$ cat config.mk
export PLATFORM = sky130hd
export DESIGN_NAME = hamming_encoder_11_7_stream
export DESIGN_NICKNAME = d
export VERILOG_FILES = /design/src/rtl/hamming_11_7_pkg.sv /design/src/rtl/hamming_enc_fifo.sv /design/src/rtl/hamming_encoder_11_7_stream.sv
export SDC_FILE = /design/constraint.sdc
export NUM_CORES = 1
export LEC_CHECK = 0
export ABC_AREA = 0
export BUFFER_PORTS_ARGS = -buffer_cell sky130_fd_sc_hd__buf_2
export CELL_PAD_IN_SITES_DETAIL_PLACEMENT = 0
export CELL_PAD_IN_SITES_GLOBAL_PLACEMENT = 1
export CORE_UTILIZATION = 35
export DETAILED_ROUTE_END_ITERATION = 8
export GPL_TIMING_DRIVEN = 0
export PLACE_DENSITY = 0.68
export SLEW_MARGIN = 5
export SYNTH_ARGS = -nofsm -noshare
export SYNTH_HDL_FRONTEND = slang
export SYNTH_SLANG_ARGS = --single-unit
$ cat constraint.sdc
create_clock -name clk -period 2.5 [get_ports clk]
set_input_delay 0.25 -clock clk [delete_from_list [all_inputs] [get_ports clk]]
set_output_delay 0.25 -clock clk [all_outputs]
set_load 0.02 [all_outputs]
$ cat src/rtl/hamming_11_7_pkg.sv
// hamming_11_7_pkg: shared Hamming(11,7) constants and the codeword bit map
package hamming_11_7_pkg;

    localparam int DATA_W = 7;
    localparam int CODE_W = 11;
    localparam int P1 = 0;
    localparam int P2 = 1;
    localparam int P4 = 3;
    localparam int P8 = 7;

    // Data bits fill the non-power-of-two positions; parity sits at positions 1,2,4,8 (1-based)
    function automatic logic [CODE_W-1:0] ham_11_7_encode(input logic [DATA_W-1:0] d);
        logic [CODE_W-1:0] c;
        c = '0;
        c[2] = d[0];
        c[4] = d[1];
        c[5] = d[2];
        c[6] = d[3];
        c[8] = d[4];
        c[9] = d[5];
        c[10] = d[6];
        c[P1] = d[0] ^ d[1] ^ d[3] ^ d[4] ^ d[6];
        c[P2] = d[0] ^ d[2] ^ d[3] ^ d[5] ^ d[6];
        c[P4] = d[1] ^ d[2] ^ d[3];
        c[P8] = d[4] ^ d[5] ^ d[6];
        return c;
    endfunction

endpackage

$ cat src/rtl/hamming_enc_fifo.sv
// hamming_enc_fifo: synchronous FIFO holding encoded words, head read combinationally
module hamming_enc_fifo #(
    parameter int WIDTH = 12,
    parameter int DEPTH = 4,
    localparam int AW = $clog2(DEPTH),
    localparam int LVL_W = $clog2(DEPTH) + 1
) (
    input  logic             clk,
    input  logic             sreset,
    input  logic             push,
    input  logic [WIDTH-1:0] wdata,
    input  logic             pop,
    output logic [WIDTH-1:0] rdata,
    output logic [LVL_W-1:0] level
);

    logic [WIDTH-1:0] mem_q [DEPTH];
    logic [AW-1:0]    wr_ptr_q, rd_ptr_q;
    logic [LVL_W-1:0] level_q, level_d;

    // Occupancy is unchanged on simultaneous push and pop
    always_comb level_d = level_q + LVL_W'(push) - LVL_W'(pop);

    // Storage is cleared on reset so an empty head reads as zero
    always_ff @(posedge clk) begin
        if (sreset) begin
            mem_q    <= '{default: '0};
            wr_ptr_q <= '0;
            rd_ptr_q <= '0;
            level_q  <= '0;
        end else begin
            if (push) begin
                mem_q[wr_ptr_q] <= wdata;
                wr_ptr_q        <= wr_ptr_q + AW'(1);
            end
            if (pop) rd_ptr_q <= rd_ptr_q + AW'(1);
            level_q <= level_d;
        end
    end

    assign rdata = mem_q[rd_ptr_q];
    assign level = level_q;

endmodule

$ cat src/rtl/hamming_encoder_11_7_stream.sv
// hamming_encoder_11_7_stream: streaming Hamming(11,7) encoder with error injection and output FIFO
module hamming_encoder_11_7_stream
    import hamming_11_7_pkg::*;
#(
    parameter int DEPTH = 4,
    parameter int CNT_W = 16,
    localparam int LVL_W = $clog2(DEPTH) + 1
) (
    input  logic              clk,
    input  logic              sreset,
    input  logic              in_valid,
    output logic              in_ready,
    input  logic [DATA_W-1:0] in_data,
    input  logic              inj_en,
    input  logic [3:0]        inj_pos,
    output logic              out_valid,
    input  logic              out_ready,
    output logic [CODE_W-1:0] out_code,
    output logic              out_injected,
    output logic [LVL_W-1:0]  level,
    output logic [CNT_W-1:0]  word_cnt,
    output logic              inj_err
);

    logic              push, pop, inj_ok;
    logic [CODE_W-1:0] flip, code;
    logic [CNT_W-1:0]  word_cnt_q, word_cnt_d;
    logic              inj_err_q, inj_err_d;

    // Handshakes depend only on registered occupancy, never on out_ready combinationally into in_ready
    assign in_ready  = !sreset && (level != LVL_W'(DEPTH));
    assign out_valid = (level != '0);
    assign push      = in_valid && in_ready;
    assign pop       = out_valid && out_ready;

    // Encode and optionally flip one 1-based codeword position
    always_comb begin
        inj_ok = inj_en && (inj_pos >= 4'd1) && (inj_pos <= 4'd11);
        flip   = inj_ok ? (CODE_W'(1) << (inj_pos - 4'd1)) : '0;
        code   = ham_11_7_encode(in_data) ^ flip;
    end

    // Next-state for the accepted-word counter and the sticky illegal-position flag
    always_comb begin
        word_cnt_d = push ? word_cnt_q + CNT_W'(1) : word_cnt_q;
        inj_err_d  = inj_err_q | (push && inj_en && !inj_ok);
    end

    // Status registers
    always_ff @(posedge clk) begin
        if (sreset) begin
            word_cnt_q <= '0;
            inj_err_q  <= 1'b0;
        end else begin
            word_cnt_q <= word_cnt_d;
            inj_err_q  <= inj_err_d;
        end
    end

    hamming_enc_fifo #(
        .WIDTH(CODE_W + 1),
        .DEPTH(DEPTH)
    ) u_fifo (
        .clk   (clk),
        .sreset(sreset),
        .push  (push),
        .wdata ({inj_ok, code}),
        .pop   (pop),
        .rdata ({out_injected, out_code}),
        .level (level)
    );

    assign word_cnt = word_cnt_q;
    assign inj_err  = inj_err_q;

endmodule
; Word-level counts from Yosys, hierarchy flattened
; Cells that the tools add are included.
[op_classes]
addsub = 6
n_eq_ne = 1
bitwise_logic = 16
magnitude_cmp = 5
mux = 7
n_shift = 1
reduce_logical = 11
[op_table]
columns = cell, n
row1 = $bwmux W48, 1
row2 = $mux W12, 3
row3 = $bmux W12 S2, 1
row4 = $demux W12 S2, 1
row5 = $add A16 B1 Y16 const B, 1
row6 = $xor A1 B1 Y1, 12
row7 = $mux W11, 1
row8 = $shl A1 B4 Y11 const A, 1
row9 = $xor A11 B11 Y11, 1
row10 = $logic_and A1 B1 Y1, 8
row11 = $ge A3 B3 Y1 const B, 2
row12 = $not A2 Y3, 2
row13 = $add A2 B1 Y2 const B, 2
row14 = $ge A4 B1 Y1 const B, 1
row15 = $le A4 B4 Y1 const B, 1
row16 = $sub A4 B1 Y4 const B, 1
row17 = $add A3 B1 Y3, 1
row18 = $lt A3 B1 Y1 const B, 1
row19 = $ne A3 B3 Y1 const B, 1
row20 = $reduce_bool A3 Y1, 1
row21 = $sub A3 B1 Y3, 1
row22 = $logic_not A1 Y1, 2
row23 = $or A1 B1 Y1, 1
[totals]
elab_cells = 56
register_bits = 72

; Longest topological paths before layout
; Gate-level depths: netlist (run 1).
[logic_depth]
depth_word = 6
depth_mapped = 9
depth_no_buf = 9

; Hierarchy
; Synthesis (run 1) repeated with hierarchy kept, for this count alone.
[hier_totals]
hier_cells = 407
hier_area_um2 = 3895.0
[by_module_without_submodules]
columns = module, area_each_um2, instances, cells_each
row1 = hamming_enc_fifo, 2731.4, 1, 266
row2 = hamming_encoder_11_7_stream, 1163.6, 1, 141

; Worst setup path after synthesis (run 1)
; Ideal clock, no wire load.
[synth_path]
path_kind = register to register
start = reg u_fifo.level_q[1] (netlist: u_fifo.level[1])
end = reg u_fifo.level_q[2] (netlist: u_fifo.level[2])
path_slack_ps = 373
setup_time_ps = 128
stages_incl_launch_ff = 9
path_buffers = 0
arrival_time_ps = 1999
cell_sequence = dfxtp_1 -> nor3b_2 -> nor2_1 -> ha_1 -> inv_1 -> fa_1 -> xor2_1 -> xnor2_1 -> nor2_1
[synth_between]
elab_chain_len = 5
word_cells_on_any_way = 7
cone_classes = add/sub (2) / eq/ne (1) / reduce/logical (4)
[synth_lines]
columns = item, line
row1 = start: declaration, hamming_enc_fifo.sv:19  ; logic [LVL_W-1:0] level_q, level_d;
row2 = start signal: assignment, hamming_enc_fifo.sv:37  ; level_q <= level_d;
row3 = $ne A3 B3 Y1, hamming_encoder_11_7_stream.sv:31  ; assign in_ready = !sreset && (level != LVL_W'(DEPTH));
row4 = $logic_and A1 B1 Y1, hamming_encoder_11_7_stream.sv:31
row5 = $logic_and A1 B1 Y1, hamming_encoder_11_7_stream.sv:33  ; assign push = in_valid && in_ready;
row6 = net push, hamming_encoder_11_7_stream.sv:25  ; logic push, pop, inj_ok;
row7 = $add A3 B1 Y3, hamming_enc_fifo.sv:22  ; always_comb level_d = level_q + LVL_W'(push) - LVL_W'(pop);
row8 = $sub A3 B1 Y3, hamming_enc_fifo.sv:22
; The timed path passes the listed nets, and every way through them passes these cells.
; A chain may end at the register's enable or synchronous reset.

; Final worst setup path (run 1)
[layout_path]
start = reg u_fifo.rd_ptr_q[0]
end = out out_code[6]
[layout_between]
elab_chain_len = 4
[layout_lines]
columns = item, line
row1 = start: declaration, hamming_enc_fifo.sv:18  ; logic [AW-1:0] wr_ptr_q, rd_ptr_q;
row2 = start signal: assignment, hamming_enc_fifo.sv:36  ; if (pop) rd_ptr_q <= rd_ptr_q + AW'(1);
row3 = $not A2 Y3 (not written as such), hamming_enc_fifo.sv:41  ; assign rdata = mem_q[rd_ptr_q];
row4 = $bmux W12 S2, hamming_enc_fifo.sv:41
row5 = $mux W12 (not written as such) (2 in a row), hamming_enc_fifo.sv:41
row6 = end: declaration, hamming_encoder_11_7_stream.sv:18  ; output logic [CODE_W-1:0] out_code,
; Every way passes these cells. The select of a mux whose other input is x is not followed.

==> results.cfg, run 1 <==
[outcome]
outcome = finished clean

[grt]
grt.met3_usage_pct = 3.24
overflow = 0
met2_usage_pct = 27.7
busiest_layer = met2
grt_max_degree = 14
grt_pass1_vias = 2656
grt_use_met1_pct = 23.6
grt_pass1_wl_um = 13400
track_usage_pct = 17.2
antenna_found_initial = 0

[yosys]
ys_warn_count = 0
synthCells = 354
ys_types = 37
synth_edf_count = 0
ys_ff_latch = 72
synth_top_flop_cell = dfxtp_1
syn_nets = 380
netlist_area_um2 = 3460
synth_top_area_share_pct = 41.7
synthArstFlopShare_pct = 0
yosysMostFrequentCell = nor2_1
synthTopCellsByArea = dfxtp_1, a211oi_1, nor2_1
synthTopCellsByCount = nor2_1, dfxtp_1, a211oi_1, xnor2_1, mux4_2
syn_avg_cell_area_um2 = 9.76
post-synth-top-area-cell = dfxtp_1
yosysSeqAreaShare_pct = 41.7

[worst_setup_path]
crit_type = register to output port
cp_slowest_stage_delay_ns = 0.54
timing.rr.start = u_fifo.level[1]
cp-end-kind = output port
critPathMaxFanout = 10
startpoint = u_fifo.rd_ptr_q[0]
crit_buf_inv = 3
cpMaxStageDelayCell = mux4_2
crit_arrival_ns = 2.04
crit_path_cell_trace = clkbuf_1, clkbuf_4, mux4_2, buf_2
crit_required_ns = 2.25
start_kind = register
cpLargestDelayFamily = buffers and inverters

[route]
wl_um = 8310
routed_via_density = 5.09
routedWlPerCell_um = 15.2
dr.pass1.iters = 4
drc_errors = 0
detail-route-antenna-nets = 0
initialDrtViolationCount = 100
num_vias = 2791

[sta]
fin_skew_ns = 0.00777
setup-tns-final_ns = 0
max_freq_mhz = 437
max_slew.worst_pin.slew_ns = 0.717
slew_violations = 0
hold_viol = 0
slew_headroom_pct = 52.2
min_period_ns = 2.29
rsz0062_at_grt = false
period_share_pct = 91.4
setup_viol = 0
timing.hold.ws_ns = 0.239
final_critical_path_setup_slack_ns = 0.214

[floorplan]
start_util_pct = 36.7
ios = 50
dieArea_um2 = 10300
die_x_um = 101
rows = 35
core_area_um2 = 9420
fp.dieH_um = 101

[placed_design]
place_ws_ns = 0.229
hpwl_um = 5960
place_inst = 532
gp_congestion = 0.787
place_area_um2 = 3860
port_buffers = 49

[clocking]
post_cts_buffers = 0
cts_buffers = 9
root_buffer = clkbuf_8
clk_path_buf_depth = 2
insertion_delay_ns = 0.34
path_clk_slew_ns = 0.08
cts_max_level = 3
cts-hold-fix-buffers = 0
cts_tree = yes
cts_sinks = 72
post_cts_resized = 0

[final_layout]
design_area_um2 = 4110
final_nets = 440
insertedDiodeCount = 0
drive_above_1_share_pct = 22.9
fin_cells = 548
area_growth_pct = 18.9

[worst_hold_path]
min_from = inj_en
min_path_type = input pin to register

[pwr]
pwr_density_cell_nw_per_um2 = 800
cellLeakagePower_uw = 0.00155
ir_drop_mv = 0.327

[job]
max_cap_violations = 0
-- final timing paths --
kind / to / slack (ns) / cells past startpoint
worst min-delay path: inj_err / 0.24 / 3
worst max-delay path: out_code[6] / 0.21 / 4
worst min register to register: inj_err / 0.50 / 2
worst max register to register: u_fifo.level[2] / 0.22 / 8
-- power by group --
group          internal (uW)  total [uW]  switching, uW
clock network            664        1120            454
logic                    369         854            485
registers               1240        1310           74.8
-- flip-flops by register name (all words and copies together), names as in the netlist --
| name | flops |
|---|---|
| u_fifo.wr_ptr_q | 2 |
| word_cnt | 16 |
| u_fifo.mem_q | 48 |
| u_fifo.rd_ptr_q | 2 |
| inj_err | 1 |
| u_fifo.level | 3 |
-- stage by stage --
step,utilization (%),total power (uW)
after detailed placement,41.0,2210
after CTS,43.6,3320
after global routing,43.6,3470
after global placement,41.0,2200
after floorplan,-,1970
final,43.6,3290
-- layout by cell type, fill, tap and decap left out, types with 2 or more instances in the layout --
| cell type | n |
|---|---|
| nor2_1 | 75 |
| dfxtp_1 | 72 |
| buf_2 | 56 |
| a211oi_1 | 44 |
| xnor2_1 | 19 |
| mux4_2 | 12 |
| xor2_1 | 11 |
| nand2_1 | 9 |
| ha_1 | 9 |
| clkbuf_8 | 9 |
| inv_1 | 8 |
| clkbuf_1 | 8 |
| buf_6 | 8 |
| and3_1 | 6 |
| o31ai_1 | 6 |
| a21oi_1 | 6 |
| nand3_1 | 6 |
| or4_1 | 5 |
| nand4_1 | 5 |
| nand2b_1 | 4 |
| or3_1 | 4 |
| mux2i_1 | 4 |
| nor2b_1 | 3 |
| o21ai_0 | 3 |
| nor4_1 | 3 |
| bufinv_16 | 3 |
| buf_1 | 2 |
| or3b_1 | 2 |
| xnor3_1 | 2 |
| clkinv_4 | 2 |
-- cells by family after synthesis --
kind of cell             share of synthesized area (%)
AO/OA/AOI/OAI                                     12.6
XOR/XNOR                                          8.91
adder cells (fa/ha/maj)                           3.84
buffers and inverters                             5.72
flip-flops                                        41.7
multiplexers                                      9.30
AND/OR/NAND/NOR                                   17.9
-- final cells by class --
| class | instances | area, um^2 |
|---|---|---|
| Buffer | 26 | 170 |
| Clock buffer | 9 | 124 |
| Clock inverter | 7 | 120 |
| Fill cell | 938 | 5310 |
| Inverter | 8 | 30.0 |
| Multi-Input combinational cell | 248 | 1820 |
| Sequential cell | 72 | 1440 |
| Tap cell | 129 | 161 |
| Timing Repair Buffer | 49 | 245 |
-- tightest hold or removal path, cell delays in order --
cell	delay, ns
buf_2	0.14
a31oi_1	0.08
nor2_1	0.08
-- routing by layer --
layer	part of all wire, %	vias to the layer above
met5	0	-
li1	-	1383
met4	1.1	0
met3	3.2	8
met2	47	55
met1	49	1345
Note: power is estimated with default switching activity, not from simulation.
==> run 2, diff against run 1 <==
--- a/config.mk
+++ b/config.mk
@@ -5,14 +5,14 @@
 export SDC_FILE = /design/constraint.sdc
 export NUM_CORES = 1
 export LEC_CHECK = 0
-export ABC_AREA = 0
+export ABC_AREA = 1
 export BUFFER_PORTS_ARGS = -buffer_cell sky130_fd_sc_hd__buf_2
 export CELL_PAD_IN_SITES_DETAIL_PLACEMENT = 0
 export CELL_PAD_IN_SITES_GLOBAL_PLACEMENT = 1
 export CORE_UTILIZATION = 35
 export DETAILED_ROUTE_END_ITERATION = 8
 export GPL_TIMING_DRIVEN = 0
-export PLACE_DENSITY = 0.68
+export PLACE_DENSITY = 0.72
 export SLEW_MARGIN = 5
 export SYNTH_ARGS = -nofsm -noshare
 export SYNTH_HDL_FRONTEND = slang
==> run 2 against run 1 <==
Clock power grew 51%. Clock skew shrank 0.00056 ns. Hold slack lost 0.097 ns. Count of clock-buffer cells in the layout is the same. Die area grew 18%. Sequential power is essentially flat. Critical path type unchanged. Via count grew 45%. Critical path depth grew 1. Cell count grew 48%. Synthesized area grew 18%.
==> results.cfg, run 2 <==
[clocking]
cts-hold-fix-buffers = 0
insertion_delay_ns = 0.34
clk_path_buf_depth = 2
cts_tree = yes
cts_sinks = 72
cts_buffers = 9
cts_max_level = 3
path_clk_slew_ns = 0.06
root_buffer = clkbuf_16

[job]
max_cap_violations = 0

[final_layout]
largest_reg_flops = 48
regMostFlops = u_fifo.mem_q
drive_above_1_share_pct = 14.1
final_cell_mix = nand2_1, inv_1, dfxtp_1, nand3_1
final_nets = 687
final_common_cell = nand2_1
insertedDiodeCount = 0
fillers = 1245
area_growth_pct = 20.3

[floorplan]
start_util_pct = 35.9
ios = 50
rows = 39
dieArea_um2 = 12100
core_area_um2 = 11400
fp.dieH_um = 110
die_x_um = 110

[sta]
max_freq_mhz = 437
min_period_ns = 2.29
setup-tns-final_ns = 0
slew_headroom_pct = 54.2
period_share_pct = 91.6
setup_viol = 0
slew_violations = 0
timing.hold.ws_ns = 0.143
hold_viol = 0
fin_skew_ns = 0.00721
max_slew.worst_pin.slew_ns = 0.687
rsz0062_at_grt = false

[route]
dr.pass1.iters = 5
drc_errors = 0
detail-route-antenna-nets = 0
routedWlPerCell_um = 15.0
wl_um = 12100
routed_via_density = 5.00
initialDrtViolationCount = 203
num_vias = 4041

[worst_setup_path]
crit_required_ns = 2.25
crit_path_cell_trace = inv_1, clkbuf_1, nor2_1, o22ai_1, buf_2
timing.rr.start = u_fifo.level[1]
crit_type = register to output port
cpMaxStageDelayCell = clkbuf_1
cpLargestDelayFamily = buffers and inverters
rrSetupSlack_ns = 0.30
reg2regPathDepth = 11
cp-end-kind = output port
crit_buf_inv = 3
cp_slowest_stage_delay_ns = 0.51
crit_arrival_ns = 2.04
start_kind = register
critPathMaxFanout = 10
r2r_end = u_fifo.level[2]

[yosys]
synthMuxAreaShare_pct = 0
synthCells = 600
synth_fa_ha_area_share_pct = 3.25
yosysMostFrequentCell = nand2_1
synthTopCellsByCount = nand2_1, inv_1, dfxtp_1, nand3_1, nor2_1
ys_warn_count = 0
ys_ff_latch = 72
syn_nets = 626
synth_top_area_share_pct = 35.3
syn_avg_cell_area_um2 = 6.80
yosysSeqAreaShare_pct = 35.3
synthTopCellsByArea = dfxtp_1, nand2_1, inv_1
synth-xor-area-share_pct = 2.12
post-synth-top-area-cell = dfxtp_1
synth_top_flop_cell = dfxtp_1
synth_top_family_by_area = simple AND/OR/NAND/NOR gates
netlist_area_um2 = 4080
yosys.area_share.simple_pct = 30.0
synthArstFlopShare_pct = 0
ys_types = 31
synth_edf_count = 0
synth-compound-area-share_pct = 17.4

[grt]
grt_max_degree = 14
antenna_found_initial = 0
track_usage_pct = 21.6
grt_pass1_vias = 3846
overflow = 0
grt_pass1_wl_um = 19300

[worst_hold_path]
min_path_type = input pin to register
holdPathEnd = word_cnt[15]
min_from = sreset
min_path_cells = 2

[pwr]
ir_drop_mv = 0.575
cellLeakagePower_uw = 0.00245
p_total_uw = 4180
pwr_density_cell_nw_per_um2 = 851

[outcome]
outcome = finished clean

[placed_design]
port_buffers = 49
hpwl_um = 8810
gp_congestion = 0.901
[run 2: changes by cell type after synthesis, moves of 15 or more]
cell and delta:
nor2_1 -21, o21ai_0 +31, o21a_1 +45, nand3_1 +60
nand2_1 +111, a211oi_1 -44, inv_1 +85, xnor2_1 -15
[run 2: area by class of cell]
class | count | area, um^2 | area share (%)
sequential | 72 | 1440 | 29.4
timing repair buffer | 51 | 260 | 5.30
clock inverter | 7 | 168 | 3.41
multi-input combinational | 406 | 2150 | 43.8
buffer | 24 | 123 | 2.50
clock buffer | 9 | 225 | 4.59
tap | 143 | 179 | 3.64
inverter | 97 | 364 | 7.42
[run 2: how the worst max path moves through the flow]
stage                                  start         endpoint  slack (ns)  cells past startpoint
after global routing      u_fifo.rd_ptr_q[0]     out_code[10]         0.1                      4
after floorplan              u_fifo.level[1]  u_fifo.level[2]        0.20                     11
after global placement       u_fifo.level[1]  u_fifo.level[2]        0.20                     11
after detailed placement     u_fifo.level[1]  u_fifo.level[2]        0.13                     11
after CTS                 u_fifo.rd_ptr_q[0]      out_code[2]        0.06                      5
final                     u_fifo.rd_ptr_q[0]      out_code[2]        0.21                      5
[run 2: worst reg2reg max path: stages, from the launching register on]
cell and delay (ns):
dfxtp_1 0.41, inv_1 0.08, nand3_1 0.19, nand3_4 0.13
inv_2 0.13, buf_4 0.20, ha_1 0.16, inv_1 0.05
fa_1 0.37, xor2_1 0.18, o21ai_0 0.09, a21oi_1 0.14
[run 2: routing by layer]
layer | vias up | GRT usage (%) | part of all wire (%)
met5 | - | 0 | 0
met4 | 0 | 5.05 | 1.3
met3 | 12 | 4.76 | 4.3
met2 | 80 | 39.7 | 50
met1 | 1891 | 25.3 | 44
li1 | 2058 | - | -
[run 2: power breakdown]
group / total [uW] / switching, uW / internal (uW) / leakage [uW]
Clock: 1690 / 507 / 1180 / 0.000190
Combinational: 1170 / 784 / 385 / 0.00167
Sequential: 1320 / 76.2 / 1250 / 0.000584
[run 2: logic make-up after synthesis]
| kind of cell | after synthesis |
|---|---|
| buffers and inverters | 122 |
| xor gates and xnor gates | 9 |
| DFF | 72 |
| AOI/OAI and AO/OA | 115 |
| adders and majority gates | 10 |
| and+or+nand+nor | 272 |
[run 2: metrics by stage]
step           setup WS (ns)  cells  util (%)  cell area [um^2]
2_1_floorplan          0.205    600         -              4080
3_3_place_gp           0.195    792      39.6              4510
3_5_place_dp           0.126    792      39.6              4510
4_1_cts               0.0600    808      43.1              4900
5_1_grt               0.0989    809      43.2              4910
6_report               0.210    809      43.2              4910
[run 2: timing repair]
| action | CTS | global route |
|---|---|---|
| hold endpoints to repair | 0 | 0 |
| setup buffers | 0 | 2 |
| endpoints found under the setup margin | 0 | 10 |
| gates resized for setup | 0 | 0 |
==> run 3, diff against run 2 <==
--- a/config.mk
+++ b/config.mk
@@ -8,11 +8,12 @@
 export ABC_AREA = 1
 export BUFFER_PORTS_ARGS = -buffer_cell sky130_fd_sc_hd__buf_2
 export CELL_PAD_IN_SITES_DETAIL_PLACEMENT = 0
-export CELL_PAD_IN_SITES_GLOBAL_PLACEMENT = 1
-export CORE_UTILIZATION = 35
+export CELL_PAD_IN_SITES_GLOBAL_PLACEMENT = 2
+export CORE_MARGIN = 5
+export CORE_UTILIZATION = 32
 export DETAILED_ROUTE_END_ITERATION = 8
 export GPL_TIMING_DRIVEN = 0
-export PLACE_DENSITY = 0.72
+export PLACE_DENSITY = 0.82
 export SLEW_MARGIN = 5
 export SYNTH_ARGS = -nofsm -noshare
 export SYNTH_HDL_FRONTEND = slang
==> run 3 against run 2 <==
Sequential share of layout area is 0.36 points higher. Maximum frequency is 3.6% higher. Flip-flop and latch count stayed put. Via count is 0.67% lower. Critical path depth is 6 higher. Sequential power hardly changed. Worst setup slack better by 0.079 ns. Clock power is 27% lower. Die area is 25% higher. Hold slack worse by 0.00060 ns. Global-route usage is 3.6 points lower. Non-clock buffer count is 1 higher.
==> results.cfg, run 3 (synthesis gave the netlist of run 2 again) <==
[clocking]
cts_max_level = 3
cts_buffers = 9
cts_sinks = 72
cts_tree = yes
insertion_delay_ns = 0.34
path_clk_slew_ns = 0.06
root_buffer = clkbuf_16
clk_path_buf_depth = 2

[route]
detail-route-antenna-nets = 0
routed_via_density = 4.78
num_vias = 4014
wl_um = 12900
dr.pass1.iters = 4
drc_errors = 0
initialDrtViolationCount = 223
routedWlPerCell_um = 15.4

[final_layout]
final_nets = 688
fillers = 1420
drive_above_1_share_pct = 14.7
fin_util_pct = 38.6
largest_reg_flops = 48
area_growth_pct = 18.9
fin_cells = 839
design_area_um2 = 4850
insertedDiodeCount = 0
regMostFlops = u_fifo.mem_q
final_common_cell = nand2_1
final_cell_mix = nand2_1, inv_1, dfxtp_1, nand3_1

[grt]
track_usage_pct = 18.0
grt_pass1_vias = 3822
grt_pass1_wl_um = 20400
grt_max_degree = 12
antenna_found_initial = 0
overflow = 0

[pwr]
ir_drop_mv = 0.385
internal_power_uw = 2390
p_total_uw = 3750
pwr-share-clk_pct = 33.1
p_comb_share_pct = 31.7
power_switching_uw = 1370
cellLeakagePower_uw = 0.00242
p_seq_share_pct = 35.3
netSwitchingFraction_pct = 36.4
pwr_density_cell_nw_per_um2 = 774

[placed_design]
place_area_um2 = 4540
gp_congestion = 0.826
place_inst = 821
port_buffers = 49
hpwl_um = 9160

[floorplan]
ios = 50
rows = 41
core_area_um2 = 12600
dieArea_um2 = 15100
fp.dieH_um = 123
die_x_um = 123
start_util_pct = 32.5

[worst_setup_path]
cpMaxStageDelayCell = dfxtp_1
crit_required_ns = 2.73
crit_path_cell_trace = inv_1, nand3_1, nand3_4, inv_2, buf_4, ha_1, inv_1, fa_1, xor2_1, o21ai_0, a21oi_1
cp_slowest_stage_delay_ns = 0.41
crit_arrival_ns = 2.44
start_kind = register
critPathMaxFanout = 10
crit_type = register to register
reg2regPathDepth = 11
crit_top_cell = inv_1
cp-end-kind = register

[sta]
setup-tns-final_ns = 0
slew_violations = 0
max_slew.worst_pin.slew_ns = 0.716
max_freq_mhz = 452
fin_skew_ns = 0.00532
min_period_ns = 2.21
rsz0062_at_grt = false
slew_headroom_pct = 52.2
hold_viol = 0
period_share_pct = 88.4
setup_viol = 0

[job]
max_cap_violations = 0

[outcome]
outcome = finished clean

[worst_hold_path]
min_path_type = input pin to register
min_path_cells = 2
[run 3: cell count changes in the layout (fill, tap and decap cells not counted), sizes merged]
cell    before  now
clkinv       2    3
clkbuf      22   26
buf         62   63
bufinv       5    0
[run 3: layer usage]
| layer | wire length (um) | GRT usage (%) | up-vias |
|---|---|---|---|
| met5 | 0 | 0 | - |
| met3 | 713 | 4.57 | 18 |
| met2 | 6340 | 31.1 | 91 |
| met1 | 5570 | 21.9 | 1853 |
| met4 | 255 | 5.88 | 0 |
| li1 | - | - | 2052 |
[run 3: cell type report]
cell class / count / area [um^2] / area share [%]
clock buffers: 13 / 270 / 5.57
flip-flops and latches: 72 / 1440 / 29.7
well taps: 172 / 215 / 4.44
clock inverters: 3 / 15.0 / 0.310
plain buffers: 24 / 128 / 2.63
multi-input cells: 406 / 2150 / 44.3
inverters: 97 / 364 / 7.51
repair buffers: 52 / 268 / 5.52
[run 3: through the flow]
| stage | hold WS [ns] | setup WS [ns] |
|---|---|---|
| after floorplan | 0.319 | 0.205 |
| after global placement | 0.451 | 0.130 |
| after detailed placement | 0.470 | 0.0910 |
| after CTS | 0.134 | 0.0693 |
| after global routing | 0.157 | 0.105 |
| final | 0.142 | 0.289 |
[run 3: worst paths after layout]
kind,startpoint,to,slack [ns]
setup reg to reg,u_fifo.level[1],u_fifo.level[2],0.29
hold / removal,sreset,word_cnt[15],0.14
setup / recovery,u_fifo.level[1],u_fifo.level[2],0.29
hold reg to reg,inj_err,inj_err,0.47
[run 3: repair_timing]
action                                  in CTS  in global routing
setup buffers                                0                  3
endpoints found under the setup margin       7                  2
resized for setup                            3                  2
pin swaps                                    0                  1
hold buffers                                 0                  0
[run 3: power groups by stage]
| stage | Sequential, uW | Combinational [uW] | Clock [uW] |
|---|---|---|---|
| after floorplan | 1360 | 763 | 0 |
| after global placement | 1330 | 1200 | 0 |
| after detailed placement | 1330 | 1210 | 0 |
| after CTS | 1330 | 1190 | 1280 |
| after global routing | 1340 | 1320 | 1330 |
| final | 1320 | 1190 | 1240 |
[run 3: worst max-delay path, delay by kind of cell (launching register included)]
kind                     cells  cell delay [ns]
flip-flops                   1             0.41
AND/OR/NAND/NOR              2             0.31
AO/OA/AOI/OAI                2             0.22
XOR/XNOR                     1             0.16
adder cells (fa/ha/maj)      2             0.52
buffers and inverters        4             0.47
